`config.mk`:
```
export PLATFORM = sky130hd
export DESIGN_NAME = traceback_engine
export DESIGN_NICKNAME = d
export VERILOG_FILES = /design/src/rtl/traceback_engine.sv
export SDC_FILE = /design/constraint.sdc
export NUM_CORES = 1
export LEC_CHECK = 0
export ABC_AREA = 1
export CAP_MARGIN = 40
export CORE_MARGIN = 2
export CORE_UTILIZATION = 45
export CTS_CLUSTER_DIAMETER = 150
export DETAILED_ROUTE_END_ITERATION = 8
export HOLD_SLACK_MARGIN = 0.1
export PLACE_DENSITY = 0.81
export SETUP_SLACK_MARGIN = 0.1
export SLEW_MARGIN = 25
export SYNTH_ARGS = -nofsm -noshare
export SYNTH_HDL_FRONTEND = slang
export SYNTH_SLANG_ARGS = --single-unit
```
`constraint.sdc`:
```
create_clock -name clk -period 5.05 [get_ports clk]
set_input_delay 1.01 -clock clk [delete_from_list [all_inputs] [get_ports clk]]
set_output_delay 1.01 -clock clk [all_outputs]
set_load 0.05 [all_outputs]
```
`src/rtl/traceback_engine.sv`:
```
// Alignment traceback: walks the direction matrix from (N,N) back to (0,0),
// emitting one aligned symbol pair per step with a saturating running score.
//
// state | meaning
// IDLE  | waiting for start
// READ  | strobe direction/sequence RAM at (i,j)
// WAIT  | remaining RAM latency (RD_LAT-1 cycles)
// EMIT  | present beat, hold until out_ready
// DONE  | one-cycle completion pulse
module traceback_engine #(
    parameter int               N        = 128,
    parameter int               BitAddr  = $clog2(N + 1),
    parameter int               SYM_W    = 3,
    parameter logic [SYM_W-1:0] GAP_SYM  = 3'b100,
    parameter int               MATCH    = 1,
    parameter int               MISMATCH = -1,
    parameter int               GAP      = -2,
    parameter int               SCORE_W  = 12,
    parameter int               RD_LAT   = 1
) (
    input  logic                      clk,
    input  logic                      rst,
    input  logic                      start,
    output logic                      dir_rd_en,
    output logic [BitAddr-1:0]        dir_i,
    output logic [BitAddr-1:0]        dir_j,
    input  logic [1:0]                dir_data,
    output logic [BitAddr-1:0]        seqA_addr,
    output logic [BitAddr-1:0]        seqB_addr,
    input  logic [SYM_W-1:0]          seqA_data,
    input  logic [SYM_W-1:0]          seqB_data,
    output logic                      out_valid,
    input  logic                      out_ready,
    output logic [SYM_W-1:0]          out_a,
    output logic [SYM_W-1:0]          out_b,
    output logic [1:0]                out_op,
    output logic                      busy,
    output logic                      done,
    output logic                      error,
    output logic signed [SCORE_W-1:0] final_score,
    output logic [BitAddr:0]          align_len
);

    typedef enum logic [2:0] {IDLE, READ, WAIT, EMIT, DONE} state_t;

    localparam logic [1:0] DIR_DIAG = 2'b00;
    localparam logic [1:0] DIR_UP   = 2'b01;
    localparam logic [1:0] DIR_LEFT = 2'b10;
    localparam logic [1:0] DIR_STOP = 2'b11;
    localparam logic [1:0] WAIT_INIT = (RD_LAT > 1) ? 2'(RD_LAT - 2) : 2'd0;

    state_t                      r_state;
    state_t                      w_next;
    logic [BitAddr-1:0]          r_i;
    logic [BitAddr-1:0]          r_j;
    logic [1:0]                  r_wait;
    logic                        r_first;
    logic [1:0]                  r_dir;
    logic [SYM_W-1:0]            r_sa;
    logic [SYM_W-1:0]            r_sb;
    logic signed [SCORE_W-1:0]   r_score;
    logic [BitAddr:0]            r_len;
    logic                        r_error;

    logic [1:0]                  w_dir_raw;
    logic [1:0]                  w_eff;
    logic [SYM_W-1:0]            w_sa;
    logic [SYM_W-1:0]            w_sb;
    logic                        w_stop;
    logic                        w_fire;
    logic [BitAddr-1:0]          w_i_next;
    logic [BitAddr-1:0]          w_j_next;
    logic signed [SCORE_W:0]     w_step;
    logic signed [SCORE_W:0]     w_sum;
    logic signed [SCORE_W-1:0]   w_score_sat;

    // RAM data is live only in the first EMIT cycle; later cycles use the capture
    assign w_dir_raw = r_first ? dir_data  : r_dir;
    assign w_sa      = r_first ? seqA_data : r_sa;
    assign w_sb      = r_first ? seqB_data : r_sb;

    always_comb begin
        w_eff = w_dir_raw;
        if (r_i == '0) begin
            w_eff = DIR_LEFT;
        end else if (r_j == '0) begin
            w_eff = DIR_UP;
        end
    end

    assign w_stop   = (w_eff == DIR_STOP);
    assign w_fire   = (r_state == EMIT) && !w_stop && out_ready;
    assign w_i_next = (w_eff == DIR_DIAG || w_eff == DIR_UP)   ? r_i - BitAddr'(1) : r_i;
    assign w_j_next = (w_eff == DIR_DIAG || w_eff == DIR_LEFT) ? r_j - BitAddr'(1) : r_j;

    always_comb begin
        w_step = (SCORE_W + 1)'(GAP);
        if (w_eff == DIR_DIAG) begin
            w_step = (w_sa == w_sb) ? (SCORE_W + 1)'(MATCH) : (SCORE_W + 1)'(MISMATCH);
        end
    end

    assign w_sum = {r_score[SCORE_W-1], r_score} + w_step;

    always_comb begin
        w_score_sat = w_sum[SCORE_W-1:0];
        if (w_sum[SCORE_W] != w_sum[SCORE_W-1]) begin
            w_score_sat = w_sum[SCORE_W] ? {1'b1, {(SCORE_W - 1){1'b0}}}
                                         : {1'b0, {(SCORE_W - 1){1'b1}}};
        end
    end

    always_ff @(posedge clk or negedge rst) begin
        if (!rst) begin
            r_state <= IDLE;
        end else begin
            r_state <= w_next;
        end
    end

    always_comb begin
        w_next    = r_state;
        dir_rd_en = 1'b0;
        out_valid = 1'b0;
        busy      = 1'b0;
        done      = 1'b0;
        case (r_state)
            IDLE: begin
                if (start) begin
                    w_next = READ;
                end
            end
            READ: begin
                dir_rd_en = 1'b1;
                busy      = 1'b1;
                w_next    = (RD_LAT > 1) ? WAIT : EMIT;
            end
            WAIT: begin
                busy = 1'b1;
                if (r_wait == 2'd0) begin
                    w_next = EMIT;
                end
            end
            EMIT: begin
                busy      = 1'b1;
                out_valid = !w_stop;
                if (w_stop) begin
                    w_next = DONE;
                end else if (out_ready) begin
                    w_next = (w_i_next == '0 && w_j_next == '0) ? DONE : READ;
                end
            end
            DONE: begin
                done   = 1'b1;
                w_next = IDLE;
            end
            default: w_next = IDLE;
        endcase
    end

    always_ff @(posedge clk or negedge rst) begin
        if (!rst) begin
            r_i     <= '0;
            r_j     <= '0;
            r_wait  <= '0;
            r_first <= 1'b0;
            r_dir   <= '0;
            r_sa    <= '0;
            r_sb    <= '0;
            r_score <= '0;
            r_len   <= '0;
            r_error <= 1'b0;
        end else begin
            r_first <= (r_state != EMIT) && (w_next == EMIT);
            case (r_state)
                IDLE: begin
                    if (start) begin
                        r_i     <= BitAddr'(N);
                        r_j     <= BitAddr'(N);
                        r_score <= '0;
                        r_len   <= '0;
                        r_error <= 1'b0;
                    end
                end
                READ: r_wait <= WAIT_INIT;
                WAIT: begin
                    if (r_wait != 2'd0) begin
                        r_wait <= r_wait - 2'd1;
                    end
                end
                EMIT: begin
                    if (r_first) begin
                        r_dir <= dir_data;
                        r_sa  <= seqA_data;
                        r_sb  <= seqB_data;
                    end
                    if (w_stop) begin
                        r_error <= 1'b1;
                    end else if (w_fire) begin
                        r_i     <= w_i_next;
                        r_j     <= w_j_next;
                        r_len   <= r_len + (BitAddr + 1)'(1);
                        r_score <= w_score_sat;
                    end
                end
                default: ;
            endcase
        end
    end

    assign dir_i       = r_i;
    assign dir_j       = r_j;
    assign seqA_addr   = (r_i == '0) ? '0 : r_i - BitAddr'(1);
    assign seqB_addr   = (r_j == '0) ? '0 : r_j - BitAddr'(1);
    assign out_a       = !out_valid ? '0 : (w_eff == DIR_LEFT) ? GAP_SYM : w_sa;
    assign out_b       = !out_valid ? '0 : (w_eff == DIR_UP)   ? GAP_SYM : w_sb;
    assign out_op      = out_valid ? w_eff : 2'b00;
    assign error       = r_error;
    assign final_score = r_score;
    assign align_len   = r_len;

endmodule

```
## Word level (Yosys, flattened, before mapping)

Cells that the tools add are included.

- Add/sub/neg operators: 5
- Reductions and logical operators: 21
- Multiply operators: 0
- Multiplexer cells: 48
- Divide/modulo/power cells: 0
- Equality and inequality tests: 16
- Shifts and indexed selects: 0
- Bitwise logic cells: 0
- $lt $le $gt $ge: 0

Operators with widths:

| kind | number |
|---|---|
| $mux W8 | 9 |
| $mux W12 | 5 |
| $mux W3 | 11 |
| $logic_not A8 Y1 | 4 |
| $pmux W8 S2 | 2 |
| $mux W9 | 3 |
| $mux W13 | 2 |
| $pmux W12 S2 | 1 |
| $pmux W9 S2 | 1 |
| $sub A8 B1 Y8 const B | 2 |
| $add A13 B13 Y13 | 1 |
| $pmux W3 S4 | 1 |
| $mux W2 | 5 |
| $ne A2 B2 Y1 const B | 5 |
| $add A9 B1 Y9 const B | 1 |
| $eq A3 B2 Y1 const B | 3 |
| $mux W1 | 6 |
| $reduce_bool A2 Y1 | 3 |
| $eq A2 B2 Y1 const B | 2 |
| $logic_and A1 B1 Y1 | 4 |
| $logic_not A2 Y1 | 2 |
| $pmux W2 S2 | 1 |
| $reduce_and A4 Y1 | 1 |
| $eq A3 B1 Y1 const B | 1 |
| 13 further kinds | 14 |

- Bits in writable memories: 0
- Memories: 0
- Memory bits (read-only): 0
- Latch bits: 0
- Input port bits: 12
- Output and inout port bits: 66
- Bits in registers: 52
- Logic and storage cells: 101

## Logic depth before layout (Yosys ltp)

- Word-level depth: 14
- Depth in mapped cells: 22
- Mapped depth without buffers: 21

## Least setup slack after synthesis

No wires, ideal clock.

- Path type: register to register
- From: register r_j[0], in the netlist dir_j[0]
- To: register r_score[10], in the netlist final_score[10]
- Library setup time: 0.118 ns
- Path buffers: 0
- Stages on the path, launching flop included: 21
- Data arrival time: 3.683 ns
- Period minus slack after synthesis: 3.800 ns
- Path slack: 1.250 ns
- Required time: 4.932 ns
- Cells stage by stage: dfrtp_1 > inv_1 > ha_1 > nand2_1 > nor2_2 > nor2_1 > nor2_1 > nand2_1 > inv_1 > nand3_1 > ha_1 > a21oi_1 > nand2_1 > nand3_1 > nand3_1 > nand2_1 > nand4_2 > nand2_1 > clkinv_1 > nand2_1 > nand2_1

- Cells in the longest elaborated chain, start to end: 11
- Elaborated cells on any way between the ends: 19
- Those cells by class: add/sub (1); eq/ne (4); mux (8); reduce/logical (6)

RTL lines:

| what | RTL line | source |
|---|---|---|
| start: declaration | 55 | `logic [BitAddr-1:0] r_j;` |
| start signal: assignment | 179 | `r_j <= BitAddr'(N);` |
| start signal: assignment | 201 | `r_j <= w_j_next;` |
| $logic_not A8 Y1 (*) | 86 | `end else if (r_j == '0) begin` |
| $mux W2 (*) | 86 |  |
| $mux W2 (*) | 84 | `if (r_i == '0) begin` |
| $logic_not A2 Y1 | 98 | `if (w_eff == DIR_DIAG) begin` |
| $mux W13 | 98 |  |
| $add A13 B13 Y13 | 103 | `assign w_sum = {r_score[SCORE_W-1], r_score} + w_step;` |
| $mux W12 or $ne A1 B1 Y1 (tied branches) | 108, 107 |  |
| $mux W12 | 107 | `if (w_sum[SCORE_W] != w_sum[SCORE_W-1]) begin` |
| $mux W12 | 199 | `end else if (w_fire) begin` |
| $mux W12 | 197 | `if (w_stop) begin` |
| $pmux W12 S2 | 175 | `case (r_state)` |
| end signal: assignment | 203 | `r_score <= w_score_sat;` |
| end: declaration | 61 | `logic signed [SCORE_W-1:0] r_score;` |

Every way passes the cells marked *; elsewhere a longest branch is shown, timed or not. The select of a mux whose other input is x is not followed.
A chain may end at the register's enable or synchronous reset.

## Worst setup path in the final report

- From: input dir_data[1]
- To: output out_op[1]

- Cells in the longest elaborated chain, start to end: 7

RTL lines:

| what | RTL line | source |
|---|---|---|
| start: declaration | 27 | `input logic [1:0] dir_data,` |
| $mux W2 (*) | -- |  |
| $mux W2 (*) | 86 |  |
| $mux W2 (*) | 84 |  |
| $eq A2 B2 Y1 | 91 | `assign w_stop = (w_eff == DIR_STOP);` |
| $logic_not A1 Y1 | 146 | `out_valid = !w_stop;` |
| $mux W1 | 127 | `case (r_state)` |
| $mux W2 (*) | 217 | `assign out_op = out_valid ? w_eff : 2'b00;` |
| end: declaration | 36 | `output logic [1:0] out_op,` |

Every way passes the cells marked *; elsewhere a longest branch is shown, timed or not.

==> run summary <==
Clock slew at reported path FFs - 0.11 ns
Worst EP arrival - 3.48 ns
TritonCTS clock tree - built
Post-synth net total - 562
Crit path max fanout - 11
Layout cell share with drive strength beyond 1 - 5.92%
Final instance area - 0.00475 sq mm
Critical path capture point type - output port
Seq/Total Area, Yosys - 34.4%
Pin count of the biggest net entering global routing - 53
Max Cap Viol - 0
Status - completed
Max Slew Vio Count - 0
Synth area leader - dfrtp_1
Setup TNS - 0 ns
Ys Warns - 0
First-pass GRT wire length - 17000 um
H-tree levels - 2
Initial DRC Count - 224
Die area - 0.00917 sq mm
Slew headroom - 55.6%
Final setup fails - 0
Post-synth top area share - 34.4%
Largest cells by area after synthesis - dfrtp_1 (34%), nand2_1 (15%), nand3_1 (6.2%)
GP Congestion - 0.875
Vias per inst - 5.52
DRT Pass-1 Iters - 7
Core area - 0.00818 sq mm
Die Width - 95.7 um
Placed inst area - 0.00463 sq mm
Req. time, crit path - 4.04 ns
Io pins - 78
Row cnt - 33
WHS - 0.499 ns
Synth async-reset ratio - 100%
Clk sinks - 52
Ant. Diodes - 0
Global Route Usage Sum - 23.5%
Final net count - 638
Clk root buf - clkbuf_8
Post-CTS Setup Repair Bufs - 0
Final ANT Viol Nets - 0
Kind of critical path - input port to output port
Post-Syn Area - 0.00379 sq mm
Final setup margin - 0.563 ns
WL/cell - 14.7 um
Routed WL - 10500 um
Clock skew - 0.00801 ns
Final Hold Fails - 0
CTS Buf Count - 5
Number of port buffers - 77
Setup repair after global routing missed its margin - false
Starting Density - 46.3%
Most frequent cells in the layout - nand2_1 (151), clkdlybuf4s50_1 (76), inv_1 (52), nor2_1 (52), dfrtp_1 (52)
Vias in the first global route - 3750
Clock Tree Buf Depth - 2
Library cells used by synthesis - 42
Max frequency - 223 MHz
Initial antenna violation count - 0
Area Growth Syn to Fin - 25.3%
HP Class - flip-flop to flip-flop
Minimum clock period - 4.49 ns
Cells after synthesis - 531
Worst Tran Pin Value - 0.666 ns
Post-synthesis register bit count - 52
Worst-Skew Late Latency - 0.32 ns
Post-synth EDFFs - 0
Post-Synthesis Mean Instance Area - 7.13 sq um
Die Height - 95.7 um
Final period utilization - 88.8%
Routed vias - 3937
GRT overflow - 0
Post-route DRC - 0
Post-DP HPWL - 7900 um
Most used DFF post-synth - dfrtp_1
Placement Setup Slack - 0.136 ns
Commonest non-fill, non-tap cell in the layout - nand2_1
Critical path startpoint category - input port
## area by class of cell
cell class / count / area [sq um]
Sequential cell: 52 / 1300
Multi-Input combinational cell: 412 / 2190
Clock buffer: 5 / 68.8
Clock inverter: 3 / 46.3
Timing Repair Buffer: 79 / 781
Inverter: 57 / 226
Tap cell: 105 / 131
Fill cell: 743 / 3430
## synth_stat cells (2+ instances only)
| cell | n |
|---|---|
| o22ai_1 | 8 |
| nand2_4 | 3 |
| mux2i_1 | 2 |
| o21ai_1 | 15 |
| nor3_1 | 7 |
| nand4_1 | 9 |
| inv_1 | 52 |
| ha_1 | 18 |
| o21a_1 | 2 |
| nand2_2 | 3 |
| a21oi_1 | 25 |
| nor2_1 | 52 |
| clkbuf_1 | 3 |
| nand2_1 | 151 |
| buf_2 | 2 |
| xor2_1 | 13 |
| nor2_2 | 4 |
| o21ai_0 | 33 |
| nand3_1 | 47 |
| dfrtp_1 | 52 |
| xnor2_1 | 6 |
| buf_6 | 4 |
## state kept, by name (all words and copies together) (netlist names)
register,count
r_wait,2
r_dir,2
final_score,12
r_sb,3
r_sa,3
align_len,9
r_state,3
r_first,1
dir_j,8
error,1
dir_i,8
## metal layers
layer	wire length [um]	GRT usage, %
met1	4630	32.0
met2	4980	38.3
met3	584	2.74
met4	294	9.76
met5	0	0
## cells by family (layout without fill, tap and decap cells)
| kind of cell | after synthesis | after routing | share of synthesized area, % |
|---|---|---|---|
| adder cells (fa/ha/maj) | 19 | 19 | 6.48 |
| buffers and inverters | 67 | 144 | 7.93 |
| AO/OA/AOI/OAI | 89 | 89 | 13.0 |
| AND/OR/NAND/NOR | 283 | 283 | 33.3 |
| flip-flops | 52 | 52 | 34.4 |
| XOR/XNOR | 19 | 19 | 4.39 |
| multiplexers | 2 | 2 | 0.529 |
## timing repair
item,in CTS,in global routing
gates resized for setup,0,1
endpoints found under the setup margin,0,8
hold buffers,0,0
## per-stage QoR
step                std cells  utilization (%)
detailed placement        705             56.6
floorplan                 531                -
CTS                       713             58.0
global placement          705             56.6
finish                    713             58.1
global route              713             58.1
## final timing paths
path | startpoint | to | slack, ns | cells past startpoint
setup / recovery | dir_data[1] | out_op[1] | 0.56 | 11
hold / removal | r_sa[2] | r_sa[2] | 0.50 | 2
setup reg to reg | dir_j[0] | final_score[8] | 0.69 | 20
hold reg to reg | r_sa[2] | r_sa[2] | 0.50 | 2
max in group asynchronous | rst | align_len[7] | 3.81 | 2
min in group asynchronous | rst | dir_i[3] | 0.79 | 2
## critical path, stage by stage
cell             delay [ns]
clkdlybuf4s50_1        0.42
nand2_1                0.07
o21ai_1                0.15
o21ai_4                0.18
nand2_2                0.27
nand2_2                0.19
nand2_4                0.09
inv_1                  0.17
nand2_1                0.07
inv_1                  0.05
clkdlybuf4s50_1        0.79
Power is not shown: default switching activity piles up to over one toggle a cycle in this logic, so the estimate is an artifact.
==> edit 1: new RTL, config.mk and constraints unchanged <==
The parameter `SCORE_W` goes from 12 to 6.
--- a/src/rtl/traceback_engine.sv
+++ b/src/rtl/traceback_engine.sv
@@ -16,5 +16,5 @@
     parameter int               MISMATCH = -1,
     parameter int               GAP      = -2,
-    parameter int               SCORE_W  = 12,
+    parameter int               SCORE_W  = 6,
     parameter int               RD_LAT   = 1
 ) (
Ports: changed (resized final_score); port bits go from 78 to 72. The function was not compared with the original's and may differ.
==> edit 1 against the original RTL <==
Sequential cell count fell by 6; hold slack better by 2.2 ps; wire length down 20%; synthesized area decreased by 17%; final area fell by 16%; register-to-register slack better by 410 ps; via count fell by 20%; setup slack better by 91 ps.
Power is left out: the tool's default activity adds up to more than one toggle a clock period on the data nets, which glitch-free logic cannot reach.
==> edit 1: results (changes against the original RTL) <==
status=completed; pre-CTS setup slack=594 ps (+458 ps); GR Util met1=0.291 (-0.0288); GRT met3 Usage=0.0360 (+0.00861); Clock Skew=6.61 ps (-1.39 ps); share of cells above drive strength 1=0.0846 (+0.0254); WL met1=3740 um (-19%); net count after synthesis=460 (-18%); global-route wire length before repair=13,800 um (-18%); Routed WL per cell=14.3 um (-2.9%); # placed instances=580 (-18%); fillers=600 (-19%); gr usage total=0.226 (-0.00913); Worst-path clk slew=90 ps (-20 ps); met2 routed WL=4030 um (-19%); gpl congestion=0.889 (+1.6%); met2 usage=0.386 (+0.00281); TritonRoute pass-1 iters=6 (-1); Worst-Skew Late Latency=300 ps (-20 ps); worst-path fanout max=13 (+2); Routed WL=8400 um (-20%); First DRT Iteration DRCs=264 (+18%); Nets=530 (-17%); post-synthesis sequential area ratio=0.368 (+0.0243); largest net degree at the start of global routing=30 (-43%); vias after detailed routing=3,136 (-20%); Port Buf Inserts=71 (-7.8%); Slew headroom=0.518 (-0.0381); Post-synth top cells=nand2_1, inv_1, dfrtp_1, nor2_1, o21ai_0; max reg flops=9 (-3); routed length on met3=452 um (-23%); DP HPWL=6350 um (-20%); YS warnings=0 (unchanged); largest cells by area after synthesis=dfrtp_1, nand2_1, inv_1, nor2_1, o21ai_0; Syn Inst Count=437 (-18%)
==> edit 1: changes by cell type in the layout (fill, tap and decap cells not counted), sizes merged, moves of 9 or more <==
cell and delta:
nand2 -41, nand3 -20, a21oi -9, inv +9
==> edit 1: metrics by stage <==
stage                     hold slack (ps)  instance area (um2)   util
after floorplan                       452                 3130      -
after global placement                467                 3880  0.575
after detailed placement              473                 3900  0.578
after CTS                             496                 3990  0.591
after global routing                  539                 3990  0.591
final                                 501                 3990  0.591
==> edit 1: final timing paths <==
check                                  from        endpoint  slack, ps  cells past startpoint
worst max register to register     dir_j[0]  final_score[0]       1100                     17
worst max-delay path            dir_data[1]       out_op[1]        650                     11
max in group asynchronous               rst  final_score[3]       3850                      2
min in group asynchronous               rst    align_len[7]        670                      1
worst min-delay path                r_sb[2]         r_sb[2]        500                      2
worst min register to register      r_sb[2]         r_sb[2]        500                      2
==> edit 1: kinds of logic after synthesis <==
| kind of cell | count (synthesis) | synth area share |
|---|---|---|
| simple gates | 214 | 0.301 |
| compound gates | 76 | 0.144 |
| buf+inv | 75 | 0.0976 |
| flops | 46 | 0.368 |
| xor+xnor | 13 | 0.0364 |
| fa+ha+maj | 11 | 0.0464 |
| mux | 2 | 0.00640 |
==> edit 1: area by class of cell <==
| type | count | area [um2] | share of cell area |
|---|---|---|---|
| inverters | 65 | 246 | 0.0617 |
| clock buffers | 5 | 68.8 | 0.0172 |
| repair buffers | 73 | 733 | 0.184 |
| multi-input cells | 316 | 1670 | 0.419 |
| flip-flops and latches | 46 | 1150 | 0.288 |
| clock inverters | 3 | 21.3 | 0.00533 |
| well taps | 80 | 100 | 0.0251 |
==> edit 2: new RTL, config.mk and constraints unchanged <==
Without the edit above. Encoding of `state_t`: now one-hot (5 bits for 5 states).
--- a/src/rtl/traceback_engine.sv
+++ b/src/rtl/traceback_engine.sv
@@ -42,5 +42,5 @@
 );
 
-    typedef enum logic [2:0] {IDLE, READ, WAIT, EMIT, DONE} state_t;
+    typedef enum logic [4:0] {IDLE = 5'b00001, READ = 5'b00010, WAIT = 5'b00100, EMIT = 5'b01000, DONE = 5'b10000} state_t;
 
     localparam logic [1:0] DIR_DIAG = 2'b00;
Check against the original RTL: no difference found for any inputs over 4 cycles, from zero or initial values and one cycle with rst low; so few cycles prove little.
==> edit 2 against the original RTL <==
Synthesized area rose by 3.4%; final area grew 2.7%; final cell count up 3.1%; sequential cell count rose by 2; wire length is 4.2% lower; setup slack better by 33 ps; via count decreased by 3.5%; utilization shrank 1.4 points; hold slack gained 2.4 ps; critical path type is now input port to flop; highest routed layer unchanged.
==> edit 2: results (changes against the original RTL) <==
worst-path fanout max=14 (+3); vias after detailed routing=3,799 (-3.5%); global-route wire length before repair=16,700 um (-1.5%); share of cells above drive strength 1=0.0606 (+0.00140); capture point of the worst reg-to-reg path=final_score[1]; net count after synthesis=582 (+3.6%); DP HPWL=7820 um (-0.97%); Min-Delay Endpoint=r_dir[0]; Setup Fix Bufs, Post-CTS=0 (unchanged); Slew headroom=0.465 (-0.0904); gpl congestion=0.925 (+5.7%); Root Buffer=clkbuf_8; htree depth=2 (unchanged); Synth cell types=43 (+2.4%); largest net degree at the start of global routing=55 (+3.8%); status=completed; flop-to-flop setup slack=900 ps (+210 ps); CTS Buf Count=5 (unchanged); Nets=657 (+3.0%); Main synth FF type=dfrtp_1; Leak=2.37 nW; largest cells by area after synthesis=dfrtp_1, nand2_1, ha_1, inv_1, nor2_1; pre-CTS setup slack=320 ps (+185 ps); initial antenna violation count=0 (unchanged); Post-synth top cells=nand2_1, inv_1, nor2_1; TritonRoute pass-1 iters=4 (-3); Routed WL per cell=13.7 um (-7.1%); gr usage total=0.216 (-0.0200); First DRT Iteration DRCs=158 (-29%); number of global-route vias before repair=3,592 (-4.2%); post-synthesis sequential area ratio=0.345 (+0.00168); Hold Crit Start=r_dir[0]; arrival time worst endpoint=4690 ps (+1210 ps); Worst-path clk slew=90 ps (-20 ps); Clock Skew=14.2 ps (+6.20 ps); Worst-Skew Late Latency=320 ps (about the same); Reg2Reg Depth=18 (-10%)
## edit 2: cell type report
cell class	instances	area, um2
Clock buffer	7	86.3
Clock inverter	1	30.0
Fill cell	817	3720
Inverter	66	256
Multi-Input combinational cell	420	2230
Sequential cell	54	1350
Tap cell	108	135
Timing Repair Buffer	79	781
## edit 2: power breakdown
| part | switching, W | total, W | internal, W | leakage [nW] |
|---|---|---|---|---|
| clock network | 0.000142 | 0.000304 | 0.000162 | 0.0585 |
| registers | 0.0000554 | 0.000554 | 0.000499 | 0.712 |
| logic | 0.00112 | 0.00161 | 0.000490 | 1.60 |
## edit 2: routing by layer
metal / track usage / vias to the layer above / wire [um]
met1: 0.278 / 1707 / 4470
met4: 0.0641 / 0 / 218
met5: 0 / - / 0
met3: 0.0403 / 18 / 519
met2: 0.370 / 133 / 4840
li1: - / 1941 / -
## edit 2: worst max path at each step
stage                startpoint              to  slack (ps)  cells past startpoint
floorplan            r_state[2]            busy        1320                      5
global placement    dir_data[1]  final_score[1]         470                     19
detailed placement  dir_data[1]  final_score[1]         320                     18
CTS                 dir_data[0]        out_a[2]         580                     11
global route        dir_data[1]  final_score[1]         170                     18
finish              dir_data[1]  final_score[1]         600                     18
## edit 2: kinds of logic (layout without fill, tap and decap cells)
kind of cell               Yosys count  in the layout  synth area share
adders and majority gates           19             19            0.0626
muxes                                3              3           0.00767
buffers and inverters               77            153            0.0853
AOI/OAI and AO/OA                   86             86             0.127
xor gates and xnor gates            18             18            0.0402
DFF                                 54             54             0.345
and+or+nand+nor                    294            294             0.332
## edit 2: stage by stage
stage,hold slack (ps),util,instance area [um2],total power (W),cells
after detailed placement,484,0.553,4760,0.00216,727
after floorplan,452,-,3920,0.00178,551
after CTS,506,0.567,4870,0.00247,735
after global routing,536,0.567,4870,0.00266,735
final,501,0.567,4870,0.00246,735
after global placement,467,0.553,4760,0.00214,727
## edit 2: worst max-delay path: stages
cell and delay, ps:
clkdlybuf4s50_1 410, nand2_1 60, o21ai_0 180, o21ai_4 190
nand2_4 180, nor2_1 200, nand4_1 500, ha_1 570
inv_1 70, o21ai_0 270, a21oi_1 140, nand4_1 110
nand2_1 160, nor2_2 290, inv_1 150, nand2_1 80
nand2_1 40, o21ai_1 70
